==> src/rtl/sap_ctrl_pkg.sv <==
// Shared constants for the SAP-U control sequencer: opcodes, control-word bit
// positions, micro-step indices and the bus single-driver helper.
package sap_ctrl_pkg;

   localparam int STEP_W    = 3;
   localparam int LAST_STEP = 4;
   localparam int CTRL_W    = 16;

   typedef enum logic [3:0] {
      OP_NOP = 4'h0,
      OP_LDA = 4'h1,
      OP_ADD = 4'h2,
      OP_SUB = 4'h3,
      OP_STA = 4'h4,
      OP_LDI = 4'h5,
      OP_JMP = 4'h6,
      OP_JC  = 4'h7,
      OP_JZ  = 4'h8,
      OP_OUT = 4'hE,
      OP_HLT = 4'hF
   } opcode_e;

   localparam int CTRL_HLT = 0;
   localparam int CTRL_MI  = 1;
   localparam int CTRL_RI  = 2;
   localparam int CTRL_RO  = 3;
   localparam int CTRL_IO  = 4;
   localparam int CTRL_II  = 5;
   localparam int CTRL_AI  = 6;
   localparam int CTRL_AO  = 7;
   localparam int CTRL_EO  = 8;
   localparam int CTRL_SU  = 9;
   localparam int CTRL_BI  = 10;
   localparam int CTRL_OI  = 11;
   localparam int CTRL_CE  = 12;
   localparam int CTRL_CO  = 13;
   localparam int CTRL_J   = 14;
   localparam int CTRL_FI  = 15;

   localparam logic [STEP_W-1:0] T0 = 3'd0;
   localparam logic [STEP_W-1:0] T1 = 3'd1;
   localparam logic [STEP_W-1:0] T2 = 3'd2;
   localparam logic [STEP_W-1:0] T3 = 3'd3;
   localparam logic [STEP_W-1:0] T4 = 3'd4;

   // True when no more than one of the bus output enables is set.
   function automatic logic bus_single_driver(input logic [CTRL_W-1:0] w);
      logic [4:0] drv;
      drv = {w[CTRL_RO], w[CTRL_IO], w[CTRL_AO], w[CTRL_EO], w[CTRL_CO]};
      return ((drv & (drv - 5'd1)) == 5'd0);
   endfunction

endpackage

==> src/rtl/microcode_rom.sv <==
// Combinational microcode: maps opcode, micro-step and ALU flags to the raw
// control word plus a flag marking the last active step of the instruction.
module microcode_rom
   import sap_ctrl_pkg::*;
(
   input  logic [3:0]        opcode,
   input  logic [STEP_W-1:0] step,
   input  logic              flag_carry,
   input  logic              flag_zero,
   output logic [CTRL_W-1:0] ctrl_word,
   output logic              end_step
);

   // Fetch is shared; execute steps are decoded per opcode, undefined ones act as NOP.
   always_comb begin
      ctrl_word = 16'h0000;
      end_step  = 1'b0;
      case (step)
         T0: begin
            ctrl_word[CTRL_CO] = 1'b1;
            ctrl_word[CTRL_MI] = 1'b1;
         end
         T1: begin
            ctrl_word[CTRL_RO] = 1'b1;
            ctrl_word[CTRL_II] = 1'b1;
            ctrl_word[CTRL_CE] = 1'b1;
         end
         T2: begin
            case (opcode)
               OP_LDA, OP_ADD, OP_SUB, OP_STA: begin
                  ctrl_word[CTRL_IO] = 1'b1;
                  ctrl_word[CTRL_MI] = 1'b1;
               end
               OP_LDI: begin
                  ctrl_word[CTRL_IO] = 1'b1;
                  ctrl_word[CTRL_AI] = 1'b1;
                  end_step           = 1'b1;
               end
               OP_JMP: begin
                  ctrl_word[CTRL_IO] = 1'b1;
                  ctrl_word[CTRL_J]  = 1'b1;
                  end_step           = 1'b1;
               end
               OP_JC: begin
                  ctrl_word[CTRL_IO] = flag_carry;
                  ctrl_word[CTRL_J]  = flag_carry;
                  end_step           = 1'b1;
               end
               OP_JZ: begin
                  ctrl_word[CTRL_IO] = flag_zero;
                  ctrl_word[CTRL_J]  = flag_zero;
                  end_step           = 1'b1;
               end
               OP_OUT: begin
                  ctrl_word[CTRL_AO] = 1'b1;
                  ctrl_word[CTRL_OI] = 1'b1;
                  end_step           = 1'b1;
               end
               OP_HLT: begin
                  ctrl_word[CTRL_HLT] = 1'b1;
                  end_step            = 1'b1;
               end
               default: end_step = 1'b1;
            endcase
         end
         T3: begin
            case (opcode)
               OP_LDA: begin
                  ctrl_word[CTRL_RO] = 1'b1;
                  ctrl_word[CTRL_AI] = 1'b1;
                  end_step           = 1'b1;
               end
               OP_ADD, OP_SUB: begin
                  ctrl_word[CTRL_RO] = 1'b1;
                  ctrl_word[CTRL_BI] = 1'b1;
               end
               OP_STA: begin
                  ctrl_word[CTRL_AO] = 1'b1;
                  ctrl_word[CTRL_RI] = 1'b1;
                  end_step           = 1'b1;
               end
               default: end_step = 1'b1;
            endcase
         end
         T4: begin
            case (opcode)
               OP_ADD, OP_SUB: begin
                  ctrl_word[CTRL_EO] = 1'b1;
                  ctrl_word[CTRL_AI] = 1'b1;
                  ctrl_word[CTRL_FI] = 1'b1;
                  ctrl_word[CTRL_SU] = (opcode == OP_SUB);
               end
               default: ctrl_word = 16'h0000;
            endcase
            end_step = 1'b1;
         end
         default: end_step = 1'b1;
      endcase
   end

endmodule

==> src/rtl/control_sequencer.sv <==
// SAP-U control sequencer: micro-step counter, halt latch and run/halt gating
// around the microcode ROM.
module control_sequencer
   import sap_ctrl_pkg::*;
(
   input  logic              clk,
   input  logic              reset,
   input  logic [3:0]        opcode,
   input  logic              flag_carry,
   input  logic              flag_zero,
   input  logic              run_enable,
   output logic [CTRL_W-1:0] ctrl,
   output logic [STEP_W-1:0] step,
   output logic              instr_done,
   output logic              halted
);

   localparam logic [STEP_W-1:0] LAST_STEP_V = 3'd4;
   localparam logic [STEP_W-1:0] STEP_ONE    = 3'd1;

   logic [STEP_W-1:0] step_q, step_d;
   logic              halted_q, halted_d;
   logic [CTRL_W-1:0] rom_ctrl_s;
   logic              rom_end_s;
   logic              last_s;

   microcode_rom u_rom (
      .opcode     (opcode),
      .step       (step_q),
      .flag_carry (flag_carry),
      .flag_zero  (flag_zero),
      .ctrl_word  (rom_ctrl_s),
      .end_step   (rom_end_s)
   );

   assign last_s = rom_end_s | (step_q == LAST_STEP_V);

   // Output gating: halt strobe dominates, a frozen sequencer drives nothing.
   always_comb begin
      ctrl       = 16'h0000;
      instr_done = 1'b0;
      if (halted_q) begin
         ctrl       = 16'h0001;
         instr_done = 1'b0;
      end else if (!run_enable) begin
         ctrl       = 16'h0000;
         instr_done = 1'b0;
      end else begin
         ctrl       = rom_ctrl_s;
         instr_done = last_s;
      end
   end

   // Next state: HLT parks at its own step, otherwise wrap on the end step.
   always_comb begin
      step_d   = step_q;
      halted_d = halted_q;
      if (!run_enable || halted_q) begin
         step_d   = step_q;
         halted_d = halted_q;
      end else if (rom_ctrl_s[CTRL_HLT]) begin
         step_d   = step_q;
         halted_d = 1'b1;
      end else if (last_s) begin
         step_d   = T0;
      end else begin
         step_d   = step_q + STEP_ONE;
      end
   end

   // State register with synchronous reset.
   always_ff @(posedge clk) begin
      if (reset) begin
         step_q   <= T0;
         halted_q <= 1'b0;
      end else begin
         step_q   <= step_d;
         halted_q <= halted_d;
      end
   end

   assign step   = step_q;
   assign halted = halted_q;

endmodule

==> config.mk <==
export PLATFORM = sky130hd
export DESIGN_NAME = control_sequencer
export DESIGN_NICKNAME = d
export VERILOG_FILES = /design/src/rtl/sap_ctrl_pkg.sv /design/src/rtl/microcode_rom.sv /design/src/rtl/control_sequencer.sv
export SDC_FILE = /design/constraint.sdc
export NUM_CORES = 1
export LEC_CHECK = 0
export BUFFER_PORTS_ARGS = -buffer_cell sky130_fd_sc_hd__buf_4
export CAP_MARGIN = 10
export CORE_MARGIN = 1.5
export CORE_UTILIZATION = 45
export CTS_CLUSTER_DIAMETER = 80
export DETAILED_ROUTE_END_ITERATION = 8
export GPL_TIMING_DRIVEN = 0
export PLACE_DENSITY = 0.78
export SYNTH_ARGS = -nofsm -noshare
export SYNTH_HDL_FRONTEND = slang
export SYNTH_SLANG_ARGS = --single-unit
==> constraint.sdc <==
create_clock -name clk -period 1.85 [get_ports clk]
set_input_delay 0 -clock clk [delete_from_list [all_inputs] [get_ports clk]]
set_output_delay 0 -clock clk [all_outputs]
set_load 0.05 [all_outputs]
==> results of run 1 <==
## kinds of logic after synthesis
| kind of cell | synth area share, % |
|---|---|
| flops | 12.6 |
| compound gates | 22.1 |
| simple gates | 41.3 |
| buf+inv | 12.5 |
| fa+ha+maj | 9.88 |
| mux | 1.58 |
## synthesized netlist by cell type, drive strengths merged
cell type / instances
a21boi: 1
nor3: 8
o21a: 1
o211ai: 1
a21oi: 2
nor2: 11
nor4b: 1
and3: 2
o21bai: 1
nor2b: 2
o22ai: 1
o22a: 1
o21ai: 2
and2: 1
nor3b: 1
nand2: 5
dfxtp: 4
clkbuf: 1
buf: 6
mux2i: 1
nand3: 2
inv: 5
a2111oi: 1
nand2b: 4
o221a: 1
a32o: 3
and4b: 1
or3: 1
ha: 5
o31a: 1
nor4: 4
a21o: 1
## worst paths after layout
| path | cells after the start | slack [ps] | to | from |
|---|---|---|---|---|
| worst min-delay path | 3 | 120 | halted$_SDFFE_PP0P_ | run_enable |
| worst min register to register | 1 | 510 | step[1]$_SDFFE_PP0P_ | step[1]$_SDFFE_PP0P_ |
| worst max-delay path | 6 | 110 | ctrl[7] | step[0]$_SDFFE_PP0P_ |
| worst max register to register | 5 | 260 | step[0]$_SDFFE_PP0P_ | step[0]$_SDFFE_PP0P_ |
## state kept, by name, indices dropped and copies added, names as in the netlist
name and flops:
step 3, halted 1
## per-stage QoR
stage / power (W) / area, sq um / std cells / setup TNS (ps) / hold slack [ps]
after floorplan: 0.000343 / 728 / 82 / -7.00 / 71.6
after global placement: 0.000418 / 957 / 125 / 0 / 205
after detailed placement: 0.000425 / 957 / 125 / 0 / 206
after CTS: 0.000540 / 998 / 129 / 0 / 118
after global routing: 0.000569 / 1010 / 129 / -1.38 / 168
final: 0.000538 / 1010 / 129 / 0 / 124
## report_power, final
| part | switching, W | internal (W) |
|---|---|---|
| logic | 0.000207 | 0.000119 |
| registers | 0.0000118 | 0.0000955 |
| clock network | 0.0000325 | 0.0000723 |
## routing by layer
| layer | up-vias | GRT usage [%] | part of all wire [%] |
|---|---|---|---|
| li1 | 363 | - | - |
| met1 | 339 | 28.8 | 43 |
| met2 | 13 | 44.0 | 54 |
| met3 | 0 | 0 | 2.5 |
| met4 | 0 | 10.0 | 0 |
| met5 | - | 0 | 0 |
## worst min-delay path, stage by stage
cell,delay (ps)
buf_4,90
a21o_1,110
nor2b_1,110
## cell type report
class,instances,area (sq um)
plain buffers,7,60.1
well taps,15,18.8
flip-flops and latches,4,86.3
fillers,97,293
repair buffers,29,224
clock buffers,3,22.5
inverters,5,18.8
multi-input cells,66,578
## what timing repair did
item / CTS / global route
hold buffers: 1 / 0
resized for setup: 2 / 4
endpoints found under the setup margin: 1 / 4
cloned: 0 / 0
endpoints found under the hold margin: 1 / 0
==> run metrics, run 1 <==
Final Critical Period around 1700 ps; pre-CTS WS 211 ps; Max Fanout on Critical Path 7; max cap viols 0; CP top delay family simple AND/OR/NAND/NOR gates; Yosys warning total 0; mean post-synth cell area 7.72 sq um; Overflow after GRT 0; Buffers on Ports 28; nets@finish 130; Post-CTS Setup Inserts 0; endpoints failing setup 0; critical path class reg -> out; DRC viols 0; Static Leakage about 0.45 nW; Worst Skew 2.82 ps; global placement routability congestion between 0.7 and 0.8; register area share after synthesis about 13%; first-pass detailed-route iteration total 3; most frequent cells in the layout 31 x buf_4, 8 x nor2_1, 5 x inv_1; commonest non-fill, non-tap cell in the layout buf_4; die area 1640 sq um; vias 715; slew margin rel. 70.3%; CTS root buffer clkbuf_4; worst skew pair latency 230 ps; clk sinks 4; Starting DRT DRC Count 12; post-synth cell types 37; Syn Nets 96; worst-path cell with the longest stage delay dfxtp_4; clock-pin slew on the worst setup and hold paths 30 ps; Routed Antenna Nets 0; Final WS setup 108 ps; Area Growth Syn to Fin 59.3%; actual slew at the worst max-slew pin 444 ps; Via-to-Cell Ratio 5.54; final core area utilization 77.5%; drt wl/cell roughly 14 microns; standard-cell row count 13; largest net degree at the start of global routing 11; Post-DP HPWL 1390 microns; gr usage total between 20% and 30%; startpoint types register; Die Y-Extent 40.5 microns; Synth area leader dfxtp_1; cts bufs inserted 3; Required @ worst endpoint 1850 ps; Initial Util 48.7%; fin crit share 94.2%; FF+latch count, synth 4; top cell type's share of synthesized area between 10% and 20%; worst path bufs/invs 2; fraction of layout cells with a size suffix above 1 between 50 and 60%; cell count after synthesis 82; fin. max-slew vios 0; max incr delay on CP 370 ps; fmax 0.574 GHz; Hold Path Class in -> reg; outcome complete, no violations; Max Buffers Root-to-Sink 2; WL final 1810 microns; PD cells 533 nW/um^2; H-tree levels 1; cells along the critical path inv_1 > ha_2 > or3_1 > o211ai_1 > nor3_4 > buf_4; Mapped Area 633 sq um; initial antenna violation count 0; I/O pin cnt 30; first-pass GRT wire length around 2700 microns; RSZ-0062 raised after global routing true; number of diodes 0; Die Span X 40.5 microns; crit end category output port; Core Region 1300 sq um; CTS tree yes; top cells by area, synth dfxtp_1 13%, ha_1 9.9%, nor2_1 5.9%, a32o_1 4.7%, nor3_2 4.7%; Final Hold Fails 0; vias in the first global route 611; Worst VDD drop 0.478 mV; Worst EP arrival 1740 ps
Note: power is estimated with default switching activity, not from simulation.
==> run 2: changes to the inputs <==
--- a/config.mk
+++ b/config.mk
@@ -7,12 +7,15 @@
 export LEC_CHECK = 0
 export BUFFER_PORTS_ARGS = -buffer_cell sky130_fd_sc_hd__buf_4
 export CAP_MARGIN = 10
+export CELL_PAD_IN_SITES_DETAIL_PLACEMENT = 0
+export CELL_PAD_IN_SITES_GLOBAL_PLACEMENT = 2
 export CORE_MARGIN = 1.5
-export CORE_UTILIZATION = 45
+export CORE_UTILIZATION = 24
 export CTS_CLUSTER_DIAMETER = 80
 export DETAILED_ROUTE_END_ITERATION = 8
 export GPL_TIMING_DRIVEN = 0
-export PLACE_DENSITY = 0.78
+export PLACE_DENSITY_LB_ADDON = 0.1
+export SETUP_SLACK_MARGIN = 0.2
 export SYNTH_ARGS = -nofsm -noshare
 export SYNTH_HDL_FRONTEND = slang
 export SYNTH_SLANG_ARGS = --single-unit
==> run metrics, run 2 (synthesized netlist as in run 1, its figures left out) <==
die area 2960 sq um (+80%); clk sinks 4 (unchanged); WL final 1830 microns (+1.1%); Starting DRT DRC Count 6 (-6); CTS root buffer clkbuf_4; Overflow after GRT 0 (unchanged); Post-DP HPWL 1380 microns (-0.80%); drt wl/cell 12.3 microns (-12%); first-pass detailed-route iteration total 4 (+1); M1 WL 869 microns (+12%); global placement routability congestion 0.731 (-6.8%); vias 721 (+0.84%); Final Hold Fails 0 (unchanged); max cap viols 0 (unchanged); max FFs per register 3 (unchanged); final core area utilization 46.1% (-31 points); Routed Antenna Nets 0 (unchanged); cts bufs inserted 3 (unchanged); actual slew at the worst max-slew pin 399 ps (-44.9 ps); Die Y-Extent 54.4 microns (+34%); commonest non-fill, non-tap cell in the layout buf_4; vias in the first global route 648 (+6.1%); slew margin rel. 73.3% (+3.0 points); DRC viols 0 (unchanged); Worst VDD drop 0.484 mV (+1.3%); outcome complete, no violations; standard-cell row count 18 (+5); Area Growth Syn to Fin 80.4%; largest net degree at the start of global routing 11 (unchanged); setup tns final 0 ps (unchanged); most frequent cells in the layout 31 x buf_4, 7 x nor2_1, 5 x buf_6, 5 x nor3_2; Max Fanout on Critical Path 5 (-2); fin. max-slew vios 0 (unchanged); Required @ worst endpoint 1850 ps (about the same); endpoints failing setup 0 (unchanged); fraction of layout cells with a size suffix above 1 64.4% (+10 points); Fillers 261 (+170%); RSZ-0062 raised after global routing true; H-tree levels 1 (unchanged); first-pass GRT wire length 2980 microns (+12%); clock-pin slew on the worst setup and hold paths 40 ps (about the same); Core Region 2480 sq um (+90%); nets@finish 133 (+2.3%); met3 wire length 92 microns (+100%); CTS tree yes; Buffers on Ports 28 (unchanged); Via-to-Cell Ratio 4.87 (-12%); I/O pin cnt 30 (unchanged); startpoint types register; Static Leakage 0.479 nW (+6.2%); Initial Util 25.6% (-23 points); Worst Skew 2.32 ps (-0.500 ps); crit end category output port; fmax 0.626 GHz (+9.0%); gr usage total 13.6% (-10 points); Hold Path Class in -> reg; PD cells 536 nW/um^2 (+0.40%); Final Critical Period 1600 ps (-144 ps); worst skew pair latency 240 ps (about the same); Worst EP arrival 1600 ps (-140 ps); number of diodes 0 (unchanged); Max Buffers Root-to-Sink 2 (unchanged); critical path class reg -> out; initial antenna violation count 0 (unchanged); Pwr Total 0.000612 W (+14%); fin crit share 86.4% (-7.8 points); Top Layer Used met3; Die Span X 54.4 microns (+34%); metal2 WL 863 microns (-12%)
-- run 2: worst max-delay path, cell delays in order (launching register included) --
cell	delay (ps)
dfxtp_4	390
inv_4	60
ha_4	170
or3_1	300
o211ai_1	200
a21oi_2	70
buf_6	170
-- run 2: power by group --
group	total (W)	switching, W	leakage, nW	internal (W)
clock	0.000125	0.0000439	0.0150	0.0000815
sequential	0.000110	0.0000149	0.0344	0.0000952
combinational	0.000376	0.000223	0.430	0.000154
-- run 2: path summary, 6_finish.rpt --
check                    endpoint  slack, ps  depth (start not counted)                  from
max                       ctrl[6]        250                          6  step[0]$_SDFFE_PP0P_
min           halted$_SDFFE_PP0P_        110                          3            run_enable
max reg2reg  step[1]$_SDFFE_PP0P_        270                          7  step[0]$_SDFFE_PP0P_
min reg2reg  step[1]$_SDFFE_PP0P_        530                          1  step[1]$_SDFFE_PP0P_
-- run 2: final cells by class --
| type | instances | area (sq um) | share of cell area (%) |
|---|---|---|---|
| Inverter | 5 | 21.3 | 1.86 |
| Multi-Input combinational cell | 66 | 647 | 56.6 |
| Clock buffer | 4 | 26.3 | 2.30 |
| Buffer | 7 | 60.1 | 5.26 |
| Tap cell | 30 | 37.5 | 3.29 |
| Sequential cell | 4 | 88.8 | 7.78 |
| Timing Repair Buffer | 32 | 262 | 22.9 |
-- run 2: metal layers --
metal	global-route usage, %	vias to the layer above
li1	-	373
met1	18.3	321
met2	22.1	27
met3	1.64	0
met4	5.00	0
met5	0	-
-- run 2: metrics by stage --
step	setup WS [ps]	instances	instance area, sq um	hold slack [ps]
CTS	204	147	1110	116
global route	178	148	1140	132
detailed placement	148	140	993	219
floorplan	26.0	82	746	71.6
global placement	134	140	993	213
finish	252	148	1140	111
-- run 2: what timing repair did --
action,4_1_cts,5_1_grt
endpoints found under the setup margin,9,6
resized for setup,15,7
hold buffers,1,0
cloned,0,0
buffers inserted,2,1
hold endpoints to repair,1,0
pin swaps,1,4
